==> src/rtl/block_renderer_pkg.sv <==
// block_renderer_pkg: screen geometry, colour type, pixel payload and renderer
// state encoding shared by the x register, the renderer and the top level.
package block_renderer_pkg;

    localparam int unsigned SCREEN_W = 160;
    localparam int unsigned SCREEN_H = 120;
    localparam int unsigned X_MAX    = 144;
    localparam int unsigned X_W      = 8;
    localparam int unsigned Y_W      = 7;
    localparam int unsigned COLOUR_W = 3;

    typedef logic [COLOUR_W-1:0] colour_t;

    // One pixel write towards the VGA adapter.
    typedef struct packed {
        logic [X_W-1:0] x;
        logic [Y_W-1:0] y;
        colour_t        colour;
    } pixel_t;

    typedef enum logic [2:0] {
        ST_IDLE,
        ST_LATCH,
        ST_ERASE,
        ST_DRAW,
        ST_PULSE
    } state_t;

endpackage

==> src/rtl/block_renderer_if.sv <==
// block_renderer_if: pixel write bus from the renderer to the VGA adapter.
//   pix  - pixel coordinates and colour, valid whenever plot is high
//   plot - write enable
interface block_renderer_if;
    import block_renderer_pkg::*;

    pixel_t pix;
    logic   plot;

    modport master (output pix, output plot);
    modport slave  (input  pix, input  plot);

endinterface

==> src/rtl/block_renderer_ticker.sv <==
// frame_ticker: free-running 0..FRAME_TICKS-1 counter; tick is high for the
// single cycle in which the count equals FRAME_TICKS-1.
//   clk, resetn - clock and async active-low reset
//   tick        - registered one-cycle frame strobe
module frame_ticker #(
    parameter int unsigned FRAME_TICKS = 833333
) (
    input  logic clk,
    input  logic resetn,
    output logic tick
);

    localparam int unsigned      CNT_W = $clog2(FRAME_TICKS);
    localparam logic [CNT_W-1:0] LAST  = CNT_W'(FRAME_TICKS - 1);

    logic [CNT_W-1:0] cnt_q;
    logic [CNT_W-1:0] cnt_d;

    always_comb begin
        cnt_d = (cnt_q == LAST) ? '0 : cnt_q + CNT_W'(1);
    end

    // tick is registered off the next count so it lines up with cnt_q == LAST.
    always_ff @(posedge clk or negedge resetn) begin
        if (!resetn) begin
            cnt_q <= '0;
            tick  <= 1'b0;
        end else begin
            cnt_q <= cnt_d;
            tick  <= (cnt_d == LAST);
        end
    end

endmodule

==> src/rtl/block_renderer.sv <==
// block_renderer: once per frame erases the block at its previously drawn
// position, draws it at the current x, then pulses sync so the x register
// advances one pixel.
//   clk, resetn            - clock and async active-low reset
//   enable                 - frame ticks are ignored while low
//   curr_x, row_y, colour  - block position/colour, sampled in LATCH
//   bg_colour              - erase colour
//   sync                   - one-cycle pulse after each completed frame
//   busy                   - high in ERASE, DRAW and PULSE
//   overrun                - sticky: a frame tick arrived while not idle
//   vga                    - pixel write bus (master)
module block_renderer
    import block_renderer_pkg::*;
#(
    parameter int unsigned BLOCK_W     = 16,
    parameter int unsigned BLOCK_H     = 8,
    parameter int unsigned FRAME_TICKS = 833333,
    parameter int unsigned SCREEN_W    = block_renderer_pkg::SCREEN_W
) (
    input  logic                   clk,
    input  logic                   resetn,
    input  logic                   enable,
    input  logic [X_W-1:0]         curr_x,
    input  logic [Y_W-1:0]         row_y,
    input  colour_t                colour,
    input  colour_t                bg_colour,
    output logic                   sync,
    output logic                   busy,
    output logic                   overrun,
    block_renderer_if.master       vga
);

    localparam int unsigned      PIX_N    = BLOCK_W * BLOCK_H;
    localparam int unsigned      OFF_W    = $clog2(PIX_N);
    localparam int unsigned      DX_W     = $clog2(BLOCK_W);
    localparam logic [OFF_W-1:0] OFF_LAST = OFF_W'(PIX_N - 1);
    localparam logic [OFF_W-1:0] DX_MASK  = OFF_W'(BLOCK_W - 1);
    localparam logic [X_W:0]     X_LIMIT  = (X_W+1)'(SCREEN_W);

    logic tick;

    frame_ticker #(.FRAME_TICKS(FRAME_TICKS)) u_ticker (
        .clk    (clk),
        .resetn (resetn),
        .tick   (tick)
    );

    state_t           state_q, state_d;
    logic [OFF_W-1:0] off_q, off_d;
    logic [OFF_W-1:0] dx, dy;
    logic [X_W-1:0]   prev_x_q, new_x_q, new_x_d, base_x;
    logic [Y_W-1:0]   prev_y_q, new_y_q, new_y_d, base_y;
    colour_t          new_colour_q, new_colour_d;
    logic             drawn_valid_q;
    logic             commit;
    logic             walk_d;
    logic             plot_d;
    logic [X_W:0]     sum_x;
    pixel_t           pix_d;

    // Next state plus the pixel for the next cycle; outputs are registered
    // from the next-state view so they line up with the state they belong to.
    always_comb begin
        state_d      = state_q;
        off_d        = off_q;
        commit       = 1'b0;
        new_x_d      = new_x_q;
        new_y_d      = new_y_q;
        new_colour_d = new_colour_q;

        case (state_q)
            ST_IDLE: begin
                if (tick && enable) state_d = ST_LATCH;
            end
            ST_LATCH: begin
                new_x_d      = curr_x;
                new_y_d      = row_y;
                new_colour_d = colour;
                off_d        = '0;
                state_d      = drawn_valid_q ? ST_ERASE : ST_DRAW;
            end
            ST_ERASE: begin
                if (off_q == OFF_LAST) begin
                    off_d   = '0;
                    state_d = ST_DRAW;
                end else begin
                    off_d = off_q + OFF_W'(1);
                end
            end
            ST_DRAW: begin
                if (off_q == OFF_LAST) begin
                    off_d   = '0;
                    commit  = 1'b1;
                    state_d = ST_PULSE;
                end else begin
                    off_d = off_q + OFF_W'(1);
                end
            end
            ST_PULSE: begin
                state_d = ST_IDLE;
            end
            default: begin
                state_d = ST_IDLE;
            end
        endcase

        // Raster walk: dx is the low offset bits, so it runs fastest.
        walk_d       = (state_d == ST_ERASE) || (state_d == ST_DRAW);
        dx           = off_d & DX_MASK;
        dy           = off_d >> DX_W;
        base_x       = (state_d == ST_ERASE) ? prev_x_q : new_x_d;
        base_y       = (state_d == ST_ERASE) ? prev_y_q : new_y_d;
        sum_x        = {1'b0, base_x} + (X_W+1)'(dx);
        plot_d       = walk_d && (sum_x < X_LIMIT);
        pix_d.x      = sum_x[X_W-1:0];
        pix_d.y      = base_y + Y_W'(dy);
        pix_d.colour = (state_d == ST_ERASE) ? bg_colour : new_colour_d;
    end

    always_ff @(posedge clk or negedge resetn) begin
        if (!resetn) begin
            state_q       <= ST_IDLE;
            off_q         <= '0;
            prev_x_q      <= '0;
            prev_y_q      <= '0;
            new_x_q       <= '0;
            new_y_q       <= '0;
            new_colour_q  <= '0;
            drawn_valid_q <= 1'b0;
            sync          <= 1'b0;
            busy          <= 1'b0;
            overrun       <= 1'b0;
            vga.plot      <= 1'b0;
            vga.pix       <= '0;
        end else begin
            state_q      <= state_d;
            off_q        <= off_d;
            new_x_q      <= new_x_d;
            new_y_q      <= new_y_d;
            new_colour_q <= new_colour_d;
            if (commit) begin
                prev_x_q      <= new_x_q;
                prev_y_q      <= new_y_q;
                drawn_valid_q <= 1'b1;
            end
            // Ticks landing outside IDLE are dropped but remembered.
            if (tick && (state_q != ST_IDLE)) overrun <= 1'b1;
            sync     <= (state_d == ST_PULSE);
            busy     <= walk_d || (state_d == ST_PULSE);
            vga.plot <= plot_d;
            if (walk_d) vga.pix <= pix_d;
        end
    end

endmodule

==> src/flat_wrapper.sv <==
// flat-port wrapper written by rule: the top's interface ports become plain ports
module block_renderer_flat import block_renderer_pkg::*;
#(
    parameter int unsigned BLOCK_W     = 16,
    parameter int unsigned BLOCK_H     = 8,
    parameter int unsigned FRAME_TICKS = 833333,
    parameter int unsigned SCREEN_W    = block_renderer_pkg::SCREEN_W
)
  (clk, resetn, enable, curr_x, row_y, colour, bg_colour, sync, busy, overrun, vga_pix, vga_plot);
  block_renderer_if vga_i ();
  input  logic clk;
  input  logic resetn;
  input  logic enable;
  input  logic [X_W-1:0] curr_x;
  input  logic [Y_W-1:0] row_y;
  input  colour_t colour;
  input  colour_t bg_colour;
  output logic sync;
  output logic busy;
  output logic overrun;
  output wire logic [$bits(vga_i.pix)-1:0] vga_pix;
  output wire logic [$bits(vga_i.plot)-1:0] vga_plot;
  assign vga_pix = vga_i.pix;
  assign vga_plot = vga_i.plot;
  block_renderer #(.BLOCK_W(BLOCK_W), .BLOCK_H(BLOCK_H), .FRAME_TICKS(FRAME_TICKS), .SCREEN_W(SCREEN_W)) u_core (.clk(clk), .resetn(resetn), .enable(enable), .curr_x(curr_x), .row_y(row_y), .colour(colour), .bg_colour(bg_colour), .sync(sync), .busy(busy), .overrun(overrun), .vga(vga_i));
endmodule
==> config.mk <==
export PLATFORM = sky130hd
export DESIGN_NAME = block_renderer_flat
export DESIGN_NICKNAME = d
export VERILOG_FILES = /design/src/rtl/block_renderer_pkg.sv /design/src/rtl/block_renderer_if.sv /design/src/rtl/block_renderer_ticker.sv /design/src/rtl/block_renderer.sv /design/src/flat_wrapper.sv
export SDC_FILE = /design/constraint.sdc
export NUM_CORES = 1
export LEC_CHECK = 0
export ABC_AREA = 1
export CAP_MARGIN = 5
export CORE_ASPECT_RATIO = 0.75
export CORE_MARGIN = 4
export CORE_UTILIZATION = 55
export CTS_CLUSTER_SIZE = 14
export DETAILED_ROUTE_END_ITERATION = 10
export GPL_ROUTABILITY_DRIVEN = 0
export PLACE_DENSITY = 0.77
export SETUP_SLACK_MARGIN = 0.5
export SYNTH_ARGS = -nofsm -noshare
export SYNTH_HDL_FRONTEND = slang
export SYNTH_HIERARCHICAL = 1
export SYNTH_SLANG_ARGS = --single-unit
export TNS_END_PERCENT = 20
==> constraint.sdc <==
create_clock -name clk -period 3.6 [get_ports clk]
set_input_delay 0.72 -clock clk [delete_from_list [all_inputs] [get_ports clk]]
set_output_delay 0.72 -clock clk [all_outputs]
set_load 0.005 [all_outputs]
Word level (Yosys, flattened, before mapping)
Index checks and enable logic that the tools add are counted.
{"block": "word_totals", "reg_bits": 87, "in_bits": 24, "output_inout_bits": 22, "elab_cells": 55}
{"block": "classes", "n_addsub": 4, "order_cmp": 1, "eq_ne": 9, "n_mux": 16, "n_reduce_logical": 8}
{"cell": "20-bit equality test (second input constant)", "n": 2}
{"cell": "7-bit 2-to-1 mux", "n": 3}
{"cell": "20-bit by 1-bit adder with 20-bit output (second input constant)", "n": 1}
{"cell": "20-bit 2-to-1 mux", "n": 1}
{"cell": "8-bit 2-to-1 mux", "n": 2}
{"cell": "3-bit 2-to-1 mux", "n": 5}
{"cell": "7-bit case mux with 2 select lines", "n": 1}
{"cell": "3-bit by 2-bit equality test with 1-bit output (second input constant)", "n": 4}
{"cell": "3-bit case mux with 4 select lines", "n": 1}
{"cell": "8-bit by 4-bit adder with 9-bit output", "n": 1}
{"cell": "9-bit by 8-bit < comparator with 1-bit output (second input constant)", "n": 1}
{"cell": "7-bit by 1-bit adder with 7-bit output (second input constant)", "n": 1}
{"cell": "7-bit by 3-bit adder with 7-bit output", "n": 1}
{"cell": "7-bit equality test (second input constant)", "n": 1}
{"cell": "3-bit by 1-bit equality test with 1-bit output (second input constant)", "n": 1}
{"cell": "3-bit equality test (second input constant)", "n": 1}
{"cell": "1-bit logical AND", "n": 3}
{"cell": "3-bit zero test", "n": 1}
{"cell": "1-bit 2-to-1 mux", "n": 3}
{"cell": "3-bit nonzero test", "n": 1}
{"cell": "1-bit logical OR", "n": 2}
{"cell": "2-bit OR reduction", "n": 1}

Depth between registers and ports, before layout
{"block": "logic_depth", "ltp_word": 8, "mapped_depth": 22, "ltp_nobuf": 20}

By module
Netlist, hierarchy kept.
{"mod": "block_renderer", "instances": 1, "cells_each": 390, "area_each_um2": 3293.2, "seq_area_each_um2": 1651.6}
{"mod": "frame_ticker", "instances": 1, "cells_each": 201, "area_each_um2": 1388.8, "seq_area_each_um2": 525.5}

Worst setup path before layout
OpenSTA, ideal clock, no wires.
{"block": "synth_path", "path_type": "input to register", "startpoint": "input port enable", "endpoint": "register u_core.vga.plot", "setup_ps": 73, "arrival_time_ps": 2960, "required_ps": 3527, "path_slack_ps": 567, "path_stages": 21, "path_buffers": 2, "cell_sequence": "nand2_1 -> inv_1 -> nand3_1 -> nand2_1 -> inv_1 -> nand4_4 -> buf_6 -> buf_6 -> inv_1 -> nand2_1 -> nand2_1 -> ha_1 -> inv_1 -> fa_1 -> nand3b_1 -> and2_0 -> nor2_1 -> nand3_1 -> nand2_1 -> nand2_1 -> a21oi_2"}
{"block": "synth_between", "elab_chain_cells": 8, "elab_cells_between_ends": 10, "classes_between": "1 x add/sub; 1 x order compare; 2 x eq/ne; 3 x mux; 3 x reduce/logical"}
{"element": "start, declared", "line_no": "flat_wrapper.sv:13", "source": "input logic enable;"}
{"element": "1-bit logical AND (*)", "line_no": "block_renderer.sv:73", "source": "if (tick && enable) state_d = ST_LATCH;"}
{"element": "3-bit 2-to-1 mux (*)", "line_no": "block_renderer.sv:73"}
{"element": "3-bit case mux with 4 select lines (*)", "line_no": "block_renderer.sv:71", "source": "case (state_q)"}
{"element": "3-bit by 2-bit equality test with 1-bit output", "line_no": "block_renderer.sv:108, block_renderer.sv:111"}
{"element": "8-bit 2-to-1 mux", "line_no": "block_renderer.sv:111", "source": "base_x = (state_d == ST_ERASE) ? prev_x_q : new_x_d;"}
{"element": "8-bit by 4-bit adder with 9-bit output", "line_no": "block_renderer.sv:113", "source": "sum_x = {1'b0, base_x} + (X_W+1)'(dx);"}
{"element": "9-bit by 8-bit < comparator with 1-bit output", "line_no": "block_renderer.sv:114", "source": "plot_d = walk_d && (sum_x < X_LIMIT);"}
{"element": "1-bit logical AND (*)", "line_no": "block_renderer.sv:114"}
{"element": "via u_core.plot_d", "line_no": "block_renderer.sv:57", "source": "logic plot_d;"}
{"element": "end signal, assigned", "line_no": "block_renderer.sv:150", "source": "vga.plot <= plot_d;"}
{"element": "end, declared", "line_no": "block_renderer_if.sv:10", "source": "modport master (output pix, output plot);"}
Mark *: on every way through the listed nets, which the timed path passes. The rest lies on a longest branch.
A chain may end at the register's enable or synchronous reset.

Final worst setup path
Ends and elaborated chain as after synthesis.

==> results.json <==
{
  "status": "completed",
  "portBuffers": 45,
  "grt_pass1_wl_mm": 18.6,
  "relSlewSlack_pct": 27.7,
  "hp-class": "reg2reg",
  "ioPinCount": 46,
  "worst_path_max_delay_cell": "clkdlybuf4s50_1",
  "total_leakage_power_nw": 2.81,
  "place_inst": 733,
  "drc": 0,
  "ys_ff_latch": 87,
  "skew_ns": 0.00680,
  "routedWlPerCell_um": 14.6,
  "nNetsFinal": 680,
  "synth_ff_type": "dfrtp_1",
  "setup_violations": 0,
  "crit_family": "simple AND/OR/NAND/NOR gates",
  "crit_fanout": 5,
  "multiInputGateArea_um2": 2130,
  "p_switching_w": 0.000474,
  "clkTransAtPathRegs_ns": 0.06,
  "final_cells": 754,
  "register_area_um2": 2180,
  "pwr-share-comb_pct": 6.6,
  "critPathLaunchType": "input pin",
  "cts_tree": "built",
  "nFillCells": 625,
  "rsz0062_at_grt": "false",
  "grt_max_degree": 88,
  "cp-end-kind": "register",
  "maxCapViolations": 0,
  "die_h_um": 87.9,
  "antenna_cells": 0,
  "placed_area_um2": 5230,
  "p_per_area_nw_per_um2": 394,
  "fin_crit_ns": 2.95,
  "synth_cells": 591,
  "synthArstFlopShare_pct": 100,
  "fin_area_um2": 5650,
  "holdWs_ns": 0.466,
  "syn_area_per_cell_um2": 7.92,
  "seqPwrFrac_pct": 45.5,
  "clockBufferDepth": 2,
  "netSwitchingFraction_pct": 21.3,
  "first_global_vias": 3892,
  "yosys.area.top_type": "dfrtp_1",
  "drive_gt1_share_pct": 13.3,
  "p_int_w": 0.00175,
  "final_cell_mix": "152 x nand2_1, 87 x dfrtp_1, 78 x inv_1, 55 x nor2_1, 44 x clkdlybuf4s50_1",
  "fp-row-count": 28,
  "coreArea_um2": 8090,
  "final_antenna_net_count": 0,
  "viasPerCell": 5.37,
  "initial_core_util_pct": 57.9,
  "syn_area_um2": 4680,
  "final_common_cell": "nand2_1",
  "cp_data_arrival_time_ns": 3.23,
  "routed_wl_mm": 11.0,
  "antenna_found_initial": 0,
  "hpwl_mm": 7.90,
  "finalMaxSlewViolations": 0,
  "post-route-period-util_pct": 82.0,
  "path_common_cell": "nand2_1",
  "peakVddDrop_mv": 0.405,
  "clock_latency_ns": 0.34,
  "cts_sinks": 87,
  "vias": 4052,
  "cts_root_buffer": "clkbuf_16",
  "utilization_pct": 69.9,
  "synth-edff-count": 0,
  "synth_top_area_share_pct": 46.5,
  "synthTopCellsByArea": "dfrtp_1 46%, nand2_1 12%, inv_1 6.5%, nor2_1 4.6%, nand3_1 4.1%",
  "max_freq_mhz": 339,
  "grt_overflow_total": 0,
  "htree_levels": 3,
  "crit_type": "in2reg",
  "ys_types": 39,
  "cts_buffers": 9,
  "drt_iter0_markers": 396,
  "die-area_um2": 10100,
  "dr.pass1.iters": 7,
  "worstPathRequired_ns": 3.87,
  "syn-num-nets": 627,
  "worstPathCellList": "clkdlybuf4s50_1, nand2_1, inv_1, nand3_1, nand2_2, inv_2, nand4_4, inv_4, nand2_1, nand2_1, ha_2, inv_1, fa_2, nand3b_1, and2_1, nor2_2, nand3_1, nand2_1, nand2_1, a21oi_2",
  "ys_seq_area_share_pct": 46.5,
  "power.share.clock_pct": 47.9,
  "worst-path-buf-inv": 5,
  "syn2layout_area_growth_pct": 20.7,
  "tightest_slew_ns": 1.08,
  "critPathMaxStageDelay_ns": 0.39,
  "finalHoldViolCount": 0,
  "synth_warnings": 6,
  "setup_tns_ns": 0,
  "die_x_um": 115,
  "grt_usage_pct": 23.7
}
==> cells by family after synthesis <==
group	synth area share, %
compound gates	7.59
xor+xnor	1.87
fa+ha+maj	3.53
buf+inv	8.85
flops	46.5
mux	1.68
simple gates	30.0
==> synth_stat cells (3+ instances only) <==
cell type and number:
nor2_1 58, inv_2 6, o22ai_1 4, a21oi_1 11, ha_1 10, nor3_1 6
nor2_2 7, xor2_1 7, o21ai_0 32, nand4_1 18, nand2_1 154, nand3_1 38
o21ai_2 3, mux2_2 7, clkinv_1 4, xnor2_1 3, nor2_4 4, buf_2 7
inv_1 81, o21ai_1 7, nand2_2 11, dfrtp_1 87
==> cell type report <==
class	instances	area share [%]
Inverter	91	6.09
Tap cell	105	2.32
Timing Repair Buffer	55	9.32
Clock inverter	7	2.12
Sequential cell	87	38.5
Multi-Input combinational cell	400	37.6
Clock buffer	9	3.98
==> metal layers <==
metal  vias to the layer above  track usage (%)  wire (um)
met1                      1934             35.4       5450
met2                       128             33.3       4630
li1                       1979                -          -
met3                        11             7.18        827
met5                         -                0          0
met4                         0             7.12        124
==> power by group through the flow <==
stage | clock, W | combinational, W | sequential (W)
2_1_floorplan | 0 | 0.0000560 | 0.00103
3_3_place_gp | 0 | 0.000142 | 0.00103
3_5_place_dp | 0 | 0.000146 | 0.00103
4_1_cts | 0.00109 | 0.000147 | 0.00101
5_1_grt | 0.00114 | 0.000165 | 0.00102
6_report | 0.00107 | 0.000147 | 0.00101
==> flip-flops by register name (all words and copies together) (netlist names) <==
register,cells
u_core/busy,1
u_core/drawn_valid_q,1
u_core/new_colour_q,3
u_core/new_x_q,8
u_core/new_y_q,7
u_core/off_q,7
u_core/overrun,1
u_core/prev_x_q,8
u_core/prev_y_q,7
u_core/state_q,3
u_core/sync,1
u_core/u_ticker/cnt_q,20
u_core/u_ticker/tick,1
u_core/vga.pix,18
u_core/vga.plot,1
==> metrics by stage <==
stage / setup slack [ns] / total power, W
6_report: 0.649 / 0.00223
3_3_place_gp: 0.288 / 0.00117
4_1_cts: 0.531 / 0.00225
3_5_place_dp: 0.176 / 0.00118
2_1_floorplan: 0.567 / 0.00109
5_1_grt: 0.451 / 0.00232
==> final timing paths <==
path | start | end | slack, ns | cells past startpoint
min in group asynchronous | resetn | u_core/u_ticker/cnt_q[19] | 0.58 | 1
min reg2reg | u_core/overrun | u_core/overrun | 0.47 | 1
max reg2reg | u_core/off_q[0] | u_core/vga.plot | 0.73 | 19
max | enable | u_core/vga.plot | 0.65 | 20
max in group asynchronous | resetn | u_core/vga.pix[8] | 2.33 | 1
min | u_core/overrun | u_core/overrun | 0.47 | 1
==> timing repair <==
action | in CTS | in global routing
setup endpoints to repair | 1 | 8
gates resized for setup | 1 | 18
buffers inserted | 0 | 5
hold buffers | 0 | 0
pin swaps | 0 | 6
Note: power is estimated with default switching activity, not from simulation.
